**src/rtl/pwm_pkg.sv**
```systemverilog
// Shared types and constants for the PWM breathing generator.
package pwm_pkg;

    // Width of the zero-extended counter and duty outputs
    localparam int unsigned PWM_OUT_W = 32;

    // Breathing FSM states; the encoding is visible on the debug state output
    typedef enum logic [2:0] {
        IDLE      = 3'd0,
        RAMP_UP   = 3'd1,
        HOLD_HIGH = 3'd2,
        RAMP_DOWN = 3'd3,
        HOLD_LOW  = 3'd4
    } pwm_state_t;

endpackage

```
**src/rtl/pwm_period_counter.sv**
```systemverilog
// Free-running PWM period counter with a registered period_tick and a
// combinational boundary strobe marking the edge where the counter wraps.
module pwm_period_counter #(
    parameter int unsigned PERIOD_LOG2 = 10
) (
    input  logic                   clk_i,
    input  logic                   rst_ni,
    input  logic                   clear_i,
    input  logic                   run_i,
    output logic [PERIOD_LOG2-1:0] count_o,
    output logic [PERIOD_LOG2-1:0] count_next_o,
    output logic                   tick_o,
    output logic                   boundary_o
);

    localparam logic [PERIOD_LOG2-1:0] LAST = '1;

    logic [PERIOD_LOG2-1:0] count_q;
    logic [PERIOD_LOG2-1:0] count_d;
    logic                   tick_q;

    // Boundary is the edge leaving the last count of a running period
    assign boundary_o = run_i && !clear_i && (count_q == LAST);

    // Next count: cleared on stop, held at 0 while idle, wraps at PERIOD-1
    always_comb begin
        count_d = '0;
        if (!clear_i && run_i) begin
            if (count_q == LAST) begin
                count_d = '0;
            end else begin
                count_d = count_q + 1'b1;
            end
        end
    end

    // Count register and tick pulse aligned with the counter's 0 cycle
    always_ff @(posedge clk_i or negedge rst_ni) begin
        if (!rst_ni) begin
            count_q <= '0;
            tick_q  <= 1'b0;
        end else begin
            count_q <= count_d;
            tick_q  <= !clear_i && (count_d == '0);
        end
    end

    assign count_o      = count_q;
    assign count_next_o = count_d;
    assign tick_o       = tick_q;

endmodule

```
**src/rtl/pwm_breath_gen.sv**
```systemverilog
// Breathing PWM generator: period counter plus a duty FSM that ramps up,
// holds, ramps down and holds in a loop. Duty only changes at period
// boundaries. Optional quadratic duty curve: define PWM_BREATH_GAMMA_EN.
module pwm_breath_gen
    import pwm_pkg::*;
#(
    parameter int unsigned PERIOD_LOG2  = 10,
    parameter int unsigned STEP         = 16,
    parameter int unsigned HOLD_PERIODS = 50
) (
    input  logic                 clk,
    input  logic                 reset,
    input  logic                 enable,
    output logic [PWM_OUT_W-1:0] counter,
    output logic                 on,
    output logic [PWM_OUT_W-1:0] duty,
    output logic                 period_tick,
    output logic [2:0]           state
);

    localparam int unsigned DW        = PERIOD_LOG2 + 1;
    localparam int unsigned SW        = PERIOD_LOG2 + 2;
    localparam int unsigned PERIOD    = 1 << PERIOD_LOG2;
    localparam int unsigned STEP_CLMP = (STEP > PERIOD) ? PERIOD : STEP;
    localparam int unsigned HW        = $clog2(HOLD_PERIODS + 1);

    localparam logic [DW-1:0] PERIOD_D  = {1'b1, {PERIOD_LOG2{1'b0}}};
    localparam logic [DW-1:0] STEP_D    = DW'(STEP_CLMP);
    localparam logic [SW-1:0] STEP_S    = SW'(STEP_CLMP);
    localparam logic [HW-1:0] HOLD_LAST = HW'(HOLD_PERIODS - 1);

    pwm_state_t              state_q, state_d;
    logic [DW-1:0]           duty_q, duty_d;
    logic [HW-1:0]           hold_q, hold_d;
    logic                    on_q, on_d;
    logic [DW-1:0]           eff_d;
    logic [SW-1:0]           up_sum;
    logic [DW-1:0]           up_sat;
    logic [DW-1:0]           down_sat;

    logic [PERIOD_LOG2-1:0]  cnt_q, cnt_d;
    logic                    tick, boundary;

    pwm_period_counter #(
        .PERIOD_LOG2 (PERIOD_LOG2)
    ) u_counter (
        .clk_i        (clk),
        .rst_ni       (reset),
        .clear_i      (!enable),
        .run_i        (state_q != IDLE),
        .count_o      (cnt_q),
        .count_next_o (cnt_d),
        .tick_o       (tick),
        .boundary_o   (boundary)
    );

    // Saturating ramp arithmetic; the extra top bit of up_sum catches overflow
    always_comb begin
        up_sum = {1'b0, duty_q} + STEP_S;
        if (up_sum >= {1'b0, PERIOD_D}) begin
            up_sat = PERIOD_D;
        end else begin
            up_sat = up_sum[DW-1:0];
        end
        if (duty_q <= STEP_D) begin
            down_sat = '0;
        end else begin
            down_sat = duty_q - STEP_D;
        end
    end

    // Next-state, duty and hold-count logic; all changes happen on boundaries
    always_comb begin
        state_d = state_q;
        duty_d  = duty_q;
        hold_d  = hold_q;
        if (!enable) begin
            state_d = IDLE;
            duty_d  = '0;
            hold_d  = '0;
        end else begin
            unique case (state_q)
                IDLE: begin
                    state_d = RAMP_UP;
                    duty_d  = '0;
                    hold_d  = '0;
                end
                RAMP_UP: begin
                    if (boundary) begin
                        duty_d = up_sat;
                        if (up_sat == PERIOD_D) begin
                            state_d = HOLD_HIGH;
                        end
                    end
                end
                RAMP_DOWN: begin
                    if (boundary) begin
                        duty_d = down_sat;
                        if (down_sat == '0) begin
                            state_d = HOLD_LOW;
                        end
                    end
                end
                HOLD_HIGH, HOLD_LOW: begin
                    if (boundary) begin
                        if (hold_q == HOLD_LAST) begin
                            hold_d  = '0;
                            state_d = (state_q == HOLD_HIGH) ? RAMP_DOWN : RAMP_UP;
                        end else begin
                            hold_d = hold_q + 1'b1;
                        end
                    end
                end
                default: begin
                    state_d = IDLE;
                    duty_d  = '0;
                    hold_d  = '0;
                end
            endcase
        end
    end

    // Effective duty; derived from next duty so it is latched along with duty
`ifdef PWM_BREATH_GAMMA_EN
    always_comb begin
        eff_d = DW'(({{DW{1'b0}}, duty_d} * {{DW{1'b0}}, duty_d}) >> PERIOD_LOG2);
    end
`else
    always_comb begin
        eff_d = duty_d;
    end
`endif

    // PWM level from next counter and next duty keeps on aligned with counter
    always_comb begin
        on_d = ({1'b0, cnt_d} < eff_d);
    end

    // FSM and registered outputs
    always_ff @(posedge clk or negedge reset) begin
        if (!reset) begin
            state_q <= IDLE;
            duty_q  <= '0;
            hold_q  <= '0;
            on_q    <= 1'b0;
        end else begin
            state_q <= state_d;
            duty_q  <= duty_d;
            hold_q  <= hold_d;
            on_q    <= on_d;
        end
    end

    assign counter     = PWM_OUT_W'(cnt_q);
    assign duty        = PWM_OUT_W'(duty_q);
    assign on          = on_q;
    assign period_tick = tick;
    assign state       = state_q;

endmodule

```
**config.mk**
```make
export PLATFORM = sky130hd
export DESIGN_NAME = pwm_breath_gen
export DESIGN_NICKNAME = d
export VERILOG_FILES = /design/src/rtl/pwm_pkg.sv /design/src/rtl/pwm_period_counter.sv /design/src/rtl/pwm_breath_gen.sv
export SDC_FILE = /design/constraint.sdc
export NUM_CORES = 1
export LEC_CHECK = 0
export BUFFER_PORTS_ARGS = -buffer_cell sky130_fd_sc_hd__clkbuf_2
export CELL_PAD_IN_SITES_DETAIL_PLACEMENT = 0
export CELL_PAD_IN_SITES_GLOBAL_PLACEMENT = 1
export CORE_MARGIN = 4
export CORE_UTILIZATION = 39
export CTS_CLUSTER_SIZE = 28
export DETAILED_ROUTE_END_ITERATION = 10
export PLACE_DENSITY = 0.84
export SYNTH_ARGS = -nofsm -noshare
export SYNTH_HDL_FRONTEND = slang
export SYNTH_SLANG_ARGS = --single-unit
```
**constraint.sdc**
```tcl
create_clock -name clk -period 4.08 [get_ports clk]
set_input_delay 0 -clock clk [delete_from_list [all_inputs] [get_ports clk]]
set_output_delay 0 -clock clk [all_outputs]
set_load 0.01 [all_outputs]
```
==> flow_metrics.tcl, run 1 <==
set metrics [dict create \
    critPathKind "reg2reg" \
    crit_family "compound AO/OA/AOI/OAI gates" \
    max_slew_margin_pct 46.8 \
    p_comb_share_pct 8.9 \
    grt_use_total_pct 15.8 \
    worst_pin_slew_ns 0.799 \
    cts-root-buf "clkbuf_8" \
    globalplace.congestion 0.920 \
    swShare_pct 24.0 \
    max_stage_delay_ns 0.67 \
    dpl.hpwl_um 5140 \
    area_growth_pct 5.84 \
    cts_buffers 5 \
    routed_wl_um 6580 \
    die_w_um 92.2 \
    ant_nets 0 \
    crit_buf_inv 1 \
    switching_power_uw 162 \
    ys_types 58 \
    final_hold_viol_count 0 \
    synth_ff_type "dfrtp_1" \
    first_pass_iters 5 \
    status "finished clean" \
    seqPwrFrac_pct 47.9 \
    clock_sinks 32 \
    grt-ovfl-total 0 \
    timing.final.max_slew_violations 0 \
    crit_fanout 6 \
    hold_class "in2reg" \
    clk_path_buf_depth 2 \
    place_inst 448 \
    yosysWarningCount 0 \
    rsz0062_at_grt "false" \
    grt_max_degree 33 \
    wl_per_cell_um 14.4 \
    dieArea_um2 8500 \
    tns_ns 0 \
    num_rows 30 \
    finalCriticalPeriod_ns 3.53 \
    p_leak_uw 0.00142 \
    antennaDiodeCount 0 \
    mostFrequentLayoutCells "conb_1, dfrtp_1, nor2_1" \
    power_density_nw_per_um2 231 \
    fin_crit_sh_pct 86.5 \
    post-cts-setup-buffers 0 \
    async_flop_share_pct 100 \
    drt_iter0_drc 115 \
    syn_inst 338 \
    crit_slowest_cell "or4_1" \
    io-pin-count 72 \
    maxCapViolations 0 \
    setup-violations-final 0 \
    startpoint_type "register" \
    fin_area_um2 2930 \
    num_vias 2422 \
    drt-vias-per-instance 5.30 \
    postCtsHoldBufs 1 \
    utilization_pct 42.8 \
    fin_nets 378 \
    pre_cts_slack_ns 0.558 \
    clkLatencyLatePin_ns 0.28 \
    antenna_found_initial 0 \
    core_um2 6830 \
    p_int_uw 514 \
    drc_errors 0 \
    clock_skew_ns 0.0111 \
    placed_area_um2 2810 \
    layout.cells.non_filler 457 \
    arrival_ns 3.70 \
    max_freq_mhz 283 \
    die_h_um 92.2 \
    ys_seq_area_share_pct 29.0 \
    io_buffer_count 28 \
    cts.repair.resized 0 \
    clkTransAtPathRegs_ns 0.07 \
    grt_pass1_vias 2211 \
    cp-end-kind "register" \
    synth_seq_cells 32 \
    synth_enable_flop_cells 0 \
    layout_commonest_cell "conb_1" \
    htreeDepth 2 \
    drive_above_1_share_pct 14.1 \
    synthesis.area_um2 2760 \
    grt_pass1_wl_um 10800 \
    critical_path_required_ns 4.25 \
    vdd_drop_max_uv 217 \
    cts_tree "built" \
    post_synth.cell_area_avg_um2 8.18 \
    worst_slack_ns 0.551 \
    initial_utilization_pct 40.5 \
    crit_chain "ha_1, nand4_2, or4_1, a41oi_1, a21oi_1, o311a_1, a41oi_1, ha_1, inv_1, o21ai_0, nor4_1, and3_1, a211o_1" \
    clock_power_share_pct 43.3 \
]
==> routing by layer <==
layer  wire length [µm]  GRT usage [%]  up-vias
li1                   -              -     1176
met1               2880           21.5     1130
met2               2970           23.2       98
met3                561           4.35       18
met4                174           6.81        0
met5                  0              0        -
==> synthesized netlist by cell type (5+ instances only) <==
cell type,count,area (µm²)
nand3_1,17,85.1
o21ai_0,14,70.1
buf_4,44,330
nand4_1,5,31.3
buf_2,5,25.0
nor4_1,6,37.5
nand2b_1,6,37.5
dfrtp_1,32,801
a31oi_1,5,31.3
nor3_1,6,30.0
o21ai_1,5,25.0
inv_1,12,45.0
nor2_1,31,116
ha_1,15,188
xor2_1,8,70.1
nand2_1,23,86.3
a21oi_1,18,90.1
a211oi_1,5,37.5
clkbuf_1,10,37.5
a21o_1,6,45.0
==> per-stage QoR <==
stage,hold WS [ns],total power [µW]
global placement,0.116,388
floorplan,-0.296,402
CTS,0.0642,685
global route,0.0954,710
finish,0.0795,676
detailed placement,0.123,388
==> flip-flops by register name (all words and copies together) (netlist names) <==
signal             flops
state                  3
hold_q                 6
u_counter.count_o     10
u_counter.tick_o       1
on                     1
duty_q                11
==> final timing paths <==
check	from	endpoint	slack, ns	cells after the start
max	u_counter.count_o[0]	on	0.55	13
min	enable	state[0]	0.08	3
max reg2reg	u_counter.count_o[0]	on	0.55	13
min reg2reg	hold_q[5]	hold_q[5]	0.53	1
max in group asynchronous	reset	duty_q[6]	3.23	2
min in group asynchronous	reset	hold_q[3]	0.34	2
==> cell type report <==
class	instances	area (µm²)
Timing Repair Buffer	33	180
Clock inverter	2	35.0
Multi-Input combinational cell	276	1670
Clock buffer	6	72.6
Tap cell	96	120
Fill cell	732	3910
Sequential cell	32	801
Inverter	12	45.0
==> worst reg2reg max path: stages, from the launching register on <==
cell and delay (ns):
dfrtp_1 0.43, ha_1 0.30, nand4_2 0.18, or4_1 0.67
a41oi_1 0.21, a21oi_1 0.13, o311a_1 0.32, a41oi_1 0.21
ha_1 0.17, inv_1 0.04, o21ai_0 0.23, nor4_1 0.09
and3_1 0.19, a211o_1 0.26
==> power by group through the flow <==
| stage | clock network [µW] | registers [µW] | logic, µW |
|---|---|---|---|
| 6_report | 292 | 324 | 59.8 |
| 5_1_grt | 318 | 324 | 68.1 |
| 4_1_cts | 302 | 324 | 59.2 |
| 3_5_place_dp | 0 | 330 | 58.1 |
| 3_3_place_gp | 0 | 329 | 58.5 |
| 2_1_floorplan | 0 | 329 | 72.4 |
==> kinds of logic (layout without fill, tap and decap cells) <==
group	Yosys count	in the layout	share of synthesized area (%)
DFF	32	32	29.0
buffers and inverters	72	53	16.3
other	1	43	0.136
adders and majority gates	15	15	6.79
and+or+nand+nor	122	122	23.4
muxes	1	1	0.362
xor gates and xnor gates	12	12	3.80
AOI/OAI and AO/OA	83	83	20.3
(Power assumes the default switching activity.)
==> run 2, diff against run 1 <==
- HOLD_SLACK_MARGIN: default -> 0.1
==> run 2 against run 1 <==
Largest cell class unchanged. Sequential share of layout area fell by 0.093 points. Final cell count rose by 0.22%. Routed wire length hardly changed. Register-to-register slack got worse by 0.02 ns.
==> flow_metrics.tcl, run 2 (same netlist as run 1, synthesis figures left out) <==
set metrics [dict create \
    postCtsHoldBufs 2 \
    cts-root-buf "clkbuf_8" \
    critPathKind "reg2reg" \
    maxCapViolations 0 \
    drt_iter0_drc 144 \
    max_freq_mhz 282 \
    antennaDiodeCount 0 \
    grt_max_degree 33 \
    clock_power_share_pct 43.2 \
    power_uw 677 \
    wl_per_cell_um 14.4 \
    drive_above_1_share_pct 14.1 \
    crit_buf_inv 1 \
    area_growth_pct 6.20 \
    grt-ovfl-total 0 \
    p_int_uw 515 \
    clock_sinks 32 \
    drc_errors 0 \
    fin_crit_sh_pct 86.9 \
    finalCriticalPeriod_ns 3.54 \
    cts_buffers 5 \
    cts.repair.resized 0 \
    io_buffer_count 28 \
    vdd_drop_max_uv 217 \
    ant_nets 0 \
    first_pass_iters 4 \
    globalplace.congestion 0.920 \
    hold_class "in2async" \
    setup-violations-final 0 \
    die_h_um 92.2 \
    core_um2 6830 \
    arrival_ns 3.71 \
    max_stage_delay_ns 0.68 \
    layout_commonest_cell "conb_1" \
    routed_wl_um 6580 \
    grt_pass1_vias 2219 \
    tns_ns 0 \
    top_register "duty_q" \
    drt-vias-per-instance 5.22 \
    swShare_pct 23.9 \
    seqPwrFrac_pct 47.8 \
    grt_pass1_wl_um 10800 \
    p_comb_share_pct 9.0 \
    dpl.hpwl_um 5140 \
    cts_tree "built" \
    crit_chain "ha_1, nand4_2, or4_1, a41oi_1, a21oi_1, o311a_1, a41oi_1, ha_1, inv_1, o21ai_0, nor4_1, and3_1, a211o_1" \
    p_leak_uw 0.00142 \
    fin_nets 379 \
    crit_family "compound AO/OA/AOI/OAI gates" \
    clock_skew_ns 0.0110 \
    startpoint_type "register" \
    rsz0062_at_grt "false" \
    grt_use_total_pct 15.8 \
    status "finished clean" \
    max_slew_margin_pct 46.7 \
    cp-end-kind "register" \
    mostFrequentLayoutCells "conb_1, dfrtp_1, nor2_1" \
    htreeDepth 2 \
    switching_power_uw 162 \
    crit_fanout 6 \
    critical_path_required_ns 4.25 \
    dieArea_um2 8500 \
    largest_reg_flops 11 \
    clkTransAtPathRegs_ns 0.07 \
    num_rows 30 \
    clk_path_buf_depth 2 \
    power_density_nw_per_um2 231 \
    final_hold_viol_count 0 \
    crit_slowest_cell "or4_1" \
    worst_pin_slew_ns 0.800 \
    post-cts-setup-buffers 0 \
    antenna_found_initial 0 \
    clkLatencyLatePin_ns 0.28 \
    initial_utilization_pct 40.5 \
    num_vias 2390 \
    timing.final.max_slew_violations 0 \
    io-pin-count 72 \
    die_w_um 92.2 \
]
-- run 2: cell count changes in the layout (fill, tap and decap cells not counted), sizes merged --
cell	delta
dlygate4sd3	+1
-- run 2: final cells by class --
| type | count | area (µm²) |
|---|---|---|
| Tap cell | 96 | 120 |
| Sequential cell | 32 | 801 |
| Multi-Input combinational cell | 276 | 1670 |
| Clock inverter | 2 | 35.0 |
| Timing Repair Buffer | 34 | 190 |
| Fill cell | 731 | 3900 |
| Inverter | 12 | 45.0 |
| Clock buffer | 6 | 72.6 |
-- run 2: power by group through the flow --
| stage | Sequential (µW) | Combinational, µW | Clock (µW) |
|---|---|---|---|
| floorplan | 329 | 72.4 | 0 |
| global placement | 329 | 58.5 | 0 |
| detailed placement | 330 | 58.1 | 0 |
| CTS | 324 | 60.0 | 302 |
| global route | 324 | 68.9 | 318 |
| finish | 324 | 60.7 | 292 |
-- run 2: final timing paths --
check | endpoint | startpoint | slack (ns) | cells past startpoint
max in group asynchronous | duty_q[6] | reset | 3.22 | 2
setup reg to reg | on | u_counter.count_o[0] | 0.54 | 13
setup / recovery | on | u_counter.count_o[0] | 0.54 | 13
min in group clk | hold_q[5] | hold_q[5] | 0.52 | 1
hold / removal | hold_q[3] | reset | 0.34 | 2
hold reg to reg | hold_q[5] | hold_q[5] | 0.52 | 1
-- run 2: through the flow --
| step | worst slack [ns] | utilization [%] | instances | hold slack (ns) | area, µm² |
|---|---|---|---|---|---|
| 5_1_grt | 0.229 | 43.0 | 458 | 0.420 | 2940 |
| 3_3_place_gp | 0.631 | 41.1 | 448 | 0.116 | 2810 |
| 2_1_floorplan | 0.883 | - | 380 | -0.296 | 2920 |
| 6_report | 0.535 | 43.0 | 458 | 0.338 | 2940 |
| 3_5_place_dp | 0.558 | 41.1 | 448 | 0.123 | 2810 |
| 4_1_cts | 0.544 | 43.0 | 458 | 0.353 | 2940 |
-- run 2: worst reg2reg max path: stages, from the launching register on --
cell and delay, ns:
dfrtp_1 0.43, ha_1 0.30, nand4_2 0.18, or4_1 0.68, a41oi_1 0.21, a21oi_1 0.13
o311a_1 0.32, a41oi_1 0.21, ha_1 0.17, inv_1 0.04, o21ai_0 0.23, nor4_1 0.09
and3_1 0.19, a211o_1 0.26
-- run 2: per-layer routing --
metal / share of wire (%) / GRT usage [%] / up-vias
met3: 7.2 / 4.35 / 16
met2: 45 / 23.4 / 82
li1: - / - / 1179
met5: 0 / 0 / -
met4: 2.5 / 6.81 / 0
met1: 45 / 21.5 / 1113
==> run 3, diff against run 2 <==
- CORE_UTILIZATION: 39 -> 40
- CTS_BUF_LIST: default -> sky130_fd_sc_hd__clkbuf_16
- PLACE_DENSITY: 0.84 -> 0.85
- SLEW_MARGIN: default -> 20
- SYNTH_HIERARCHICAL: default -> 1
==> run 3 against run 2 <==
Total power increased by 74%. Non-clock buffer count fell by 2. Die area hardly changed. Critical path type unchanged. Utilization increased by 1.1 points. First-iteration DRC count rose by 26%. Final cell count down 1.1%. Synthesized cell count rose by 0.30%. Sequential share of layout area fell by 0.67 points. Combinational power grew to 6.1 times the previous value. Critical path depth is 2 higher. Register-to-register slack improved by 0.08 ns.
==> flow_metrics.tcl, run 3 <==
set metrics [dict create \
    status "finished clean" \
    worstReg2RegStart "state[1]" \
    worst_pin_slew_ns 0.837 \
    crit_slowest_cell "or3_1" \
    path_common_cell "nor2_1" \
    crit_fanout 21 \
    rrSetupSlack_ns 0.62 \
    routed_wl_um 6620 \
    yosysTopAreaCell "dfrtp_1" \
    dpl.hpwl_um 5010 \
    first_pass_iters 4 \
    p_leak_uw 0.00141 \
    tns_ns 0 \
    grt_max_degree 33 \
    critPathKind "reg2reg" \
    antennaDiodeCount 0 \
    cp-end-kind "register" \
    clock_sinks 32 \
    arrival_ns 3.66 \
    die_h_um 92.2 \
    r2r_end "on" \
    drt_iter0_drc 181 \
    rr_worst_depth 15 \
    mostFrequentLayoutCells "conb_1, dfrtp_1, nor2_1, clkbuf_2, nand2_1" \
    clkLatencyLatePin_ns 0.27 \
    startpoint_type "register" \
    clock_skew_ns 0.00440 \
    crit_end "on" \
    clkTransAtPathRegs_ns 0.06 \
    crit_buf_inv 1 \
    pre_cts_slack_ns 0.646 \
    cts.repair.resized 0 \
    synth.most_common_cell "buf_4" \
    grt_use_total_pct 15.7 \
    dieArea_um2 8500 \
    use_met3_pct 2.79 \
    crit_start "state[1]" \
    max_slew_margin_pct 44.2 \
    synth.area.top_cells "dfrtp_1, buf_4, ha_1" \
    max_freq_mhz 289 \
    core_um2 6830 \
    synth_top_area_share_pct 28.3 \
    crit_chain "or3_1, nand2b_1, nor2_1, buf_4, nor2_1, nor2_1, a31oi_1, nand2_1, ha_1, a21o_1, a211oi_1, nor2_1, nor3_1, o21bai_1, o21bai_1" \
    wl_per_cell_um 14.6 \
    cp.depth 15 \
    timing.final.max_slew_violations 0 \
    maxCapViolations 0 \
    grt_pass1_vias 2225 \
    top_register "duty_q" \
    ys_types 61 \
    io-pin-count 72 \
    die_w_um 92.2 \
    grt_pass1_wl_um 11000 \
    grt_use_met1_pct 22.2 \
    area_growth_pct 6.18 \
    yosysWarningCount 6 \
    clk_path_buf_depth 2 \
    busiest_layer "met2" \
    max_stage_delay_ns 0.56 \
    htreeDepth 2 \
    cts_buffers 5 \
    crit_family "simple AND/OR/NAND/NOR gates" \
    drt-vias-per-instance 5.28 \
    rsz0062_at_grt "false" \
    fin_nets 374 \
    synth_seq_cells 32 \
    regArea_um2 801 \
    io_buffer_count 28 \
    grt-ovfl-total 0 \
    antenna_found_initial 0 \
    hold_class "in2async" \
    post_synth.cell_area_avg_um2 8.36 \
    worst_slack_ns 0.615 \
    drc_errors 0 \
    synthesis.area_um2 2830 \
    multi_input_area_um2 1710 \
    finalCriticalPeriod_ns 3.46 \
    async_flop_share_pct 100 \
    globalplace.congestion 0.828 \
    synth_ff_type "dfrtp_1" \
    final_hold_viol_count 0 \
    fin_crit_sh_pct 84.9 \
    num_rows 30 \
    cts_tree "built" \
    layout_commonest_cell "conb_1" \
    grt.met2_usage_pct 24.5 \
    critical_path_required_ns 4.28 \
    synth_enable_flop_cells 0 \
    post-cts-setup-buffers 0 \
    ant_nets 0 \
    nFillCells 692 \
    power_density_nw_per_um2 392 \
    cts-root-buf "clkbuf_16" \
    setup-violations-final 0 \
    largest_reg_flops 11 \
    initial_utilization_pct 41.5 \
    num_vias 2392 \
    syn_inst 339 \
    drive_above_1_share_pct 16.0 \
    synth_top_cells_by_count "buf_4, dfrtp_1, nor2_1" \
    vdd_drop_max_uv 145 \
    ys_seq_area_share_pct 28.3 \
]
-- run 3: changes by cell type after synthesis, moves of 4 or more --
cell	change
clkbuf_1	-6
nor4_1	-5
o21ai_0	+5
o21ai_1	-5
a21oi_1	-4
and4_1	-4
buf_2	+4
-- run 3: worst reg2reg max path, delay by kind of cell, from the launching register on --
| kind | cells | cell delay, ns |
|---|---|---|
| flops | 1 | 0.55 |
| buf+inv | 1 | 0.21 |
| fa+ha+maj | 1 | 0.22 |
| simple gates | 8 | 1.49 |
| compound gates | 5 | 0.92 |
-- run 3: cells by family after synthesis --
kind of cell	after synthesis	share of synthesized area (%)
and+or+nand+nor	122	23.5
AOI/OAI and AO/OA	80	19.7
buffers and inverters	74	17.0
DFF	32	28.3
adders and majority gates	15	6.62
xor gates and xnor gates	13	4.02
muxes	2	0.706
other	1	0.132
-- run 3: power by group --
group | internal (µW) | switching (µW)
logic | 122 | 246
registers | 343 | 46.6
clock network | 286 | 136
total | 751 | 429
-- run 3: timing repair --
action | 4_1_cts | 5_1_grt
hold buffers | 2 | 0
endpoints found under the setup margin | 0 | 0
hold endpoints to repair | 33 | 0
-- run 3: final cells by class --
cell class	count	share of cell area, %
multi-input cells	275	56.8
repair buffers	32	5.82
clock buffers	5	4.16
flip-flops and latches	32	26.6
well taps	96	3.99
clock inverters	3	1.41
inverters	10	1.25
-- run 3: worst min-delay path by stage --
stage	start	end	slack, ns	cells after the start
final	reset	state[2]	0.36	2
after global routing	reset	duty_q[9]	0.45	2
after CTS	reset	state[2]	0.39	2
after detailed placement	reset	state[2]	0.15	1
after global placement	reset	state[0]	0.14	1
after floorplan	reset	duty_q[0]	-0.30	0
-- run 3: routing by layer --
metal  routed length, µm  part of all wire [%]
met1                2980                    45
met2                3090                    47
met3                 468                   7.1
met4                  80                   1.2
met5                   0                     0
-- run 3: through the flow --
stage / hold WS, ns / util, % / cells / power, µW / cell area [µm²]
after floorplan: -0.296 / - / 381 / 699 / 2990
after global placement: 0.140 / 41.3 / 443 / 755 / 2820
after detailed placement: 0.145 / 41.3 / 443 / 758 / 2820
after CTS: 0.394 / 44.0 / 453 / 1190 / 3010
after global routing: 0.450 / 44.0 / 453 / 1250 / 3010
final: 0.363 / 44.0 / 453 / 1180 / 3010
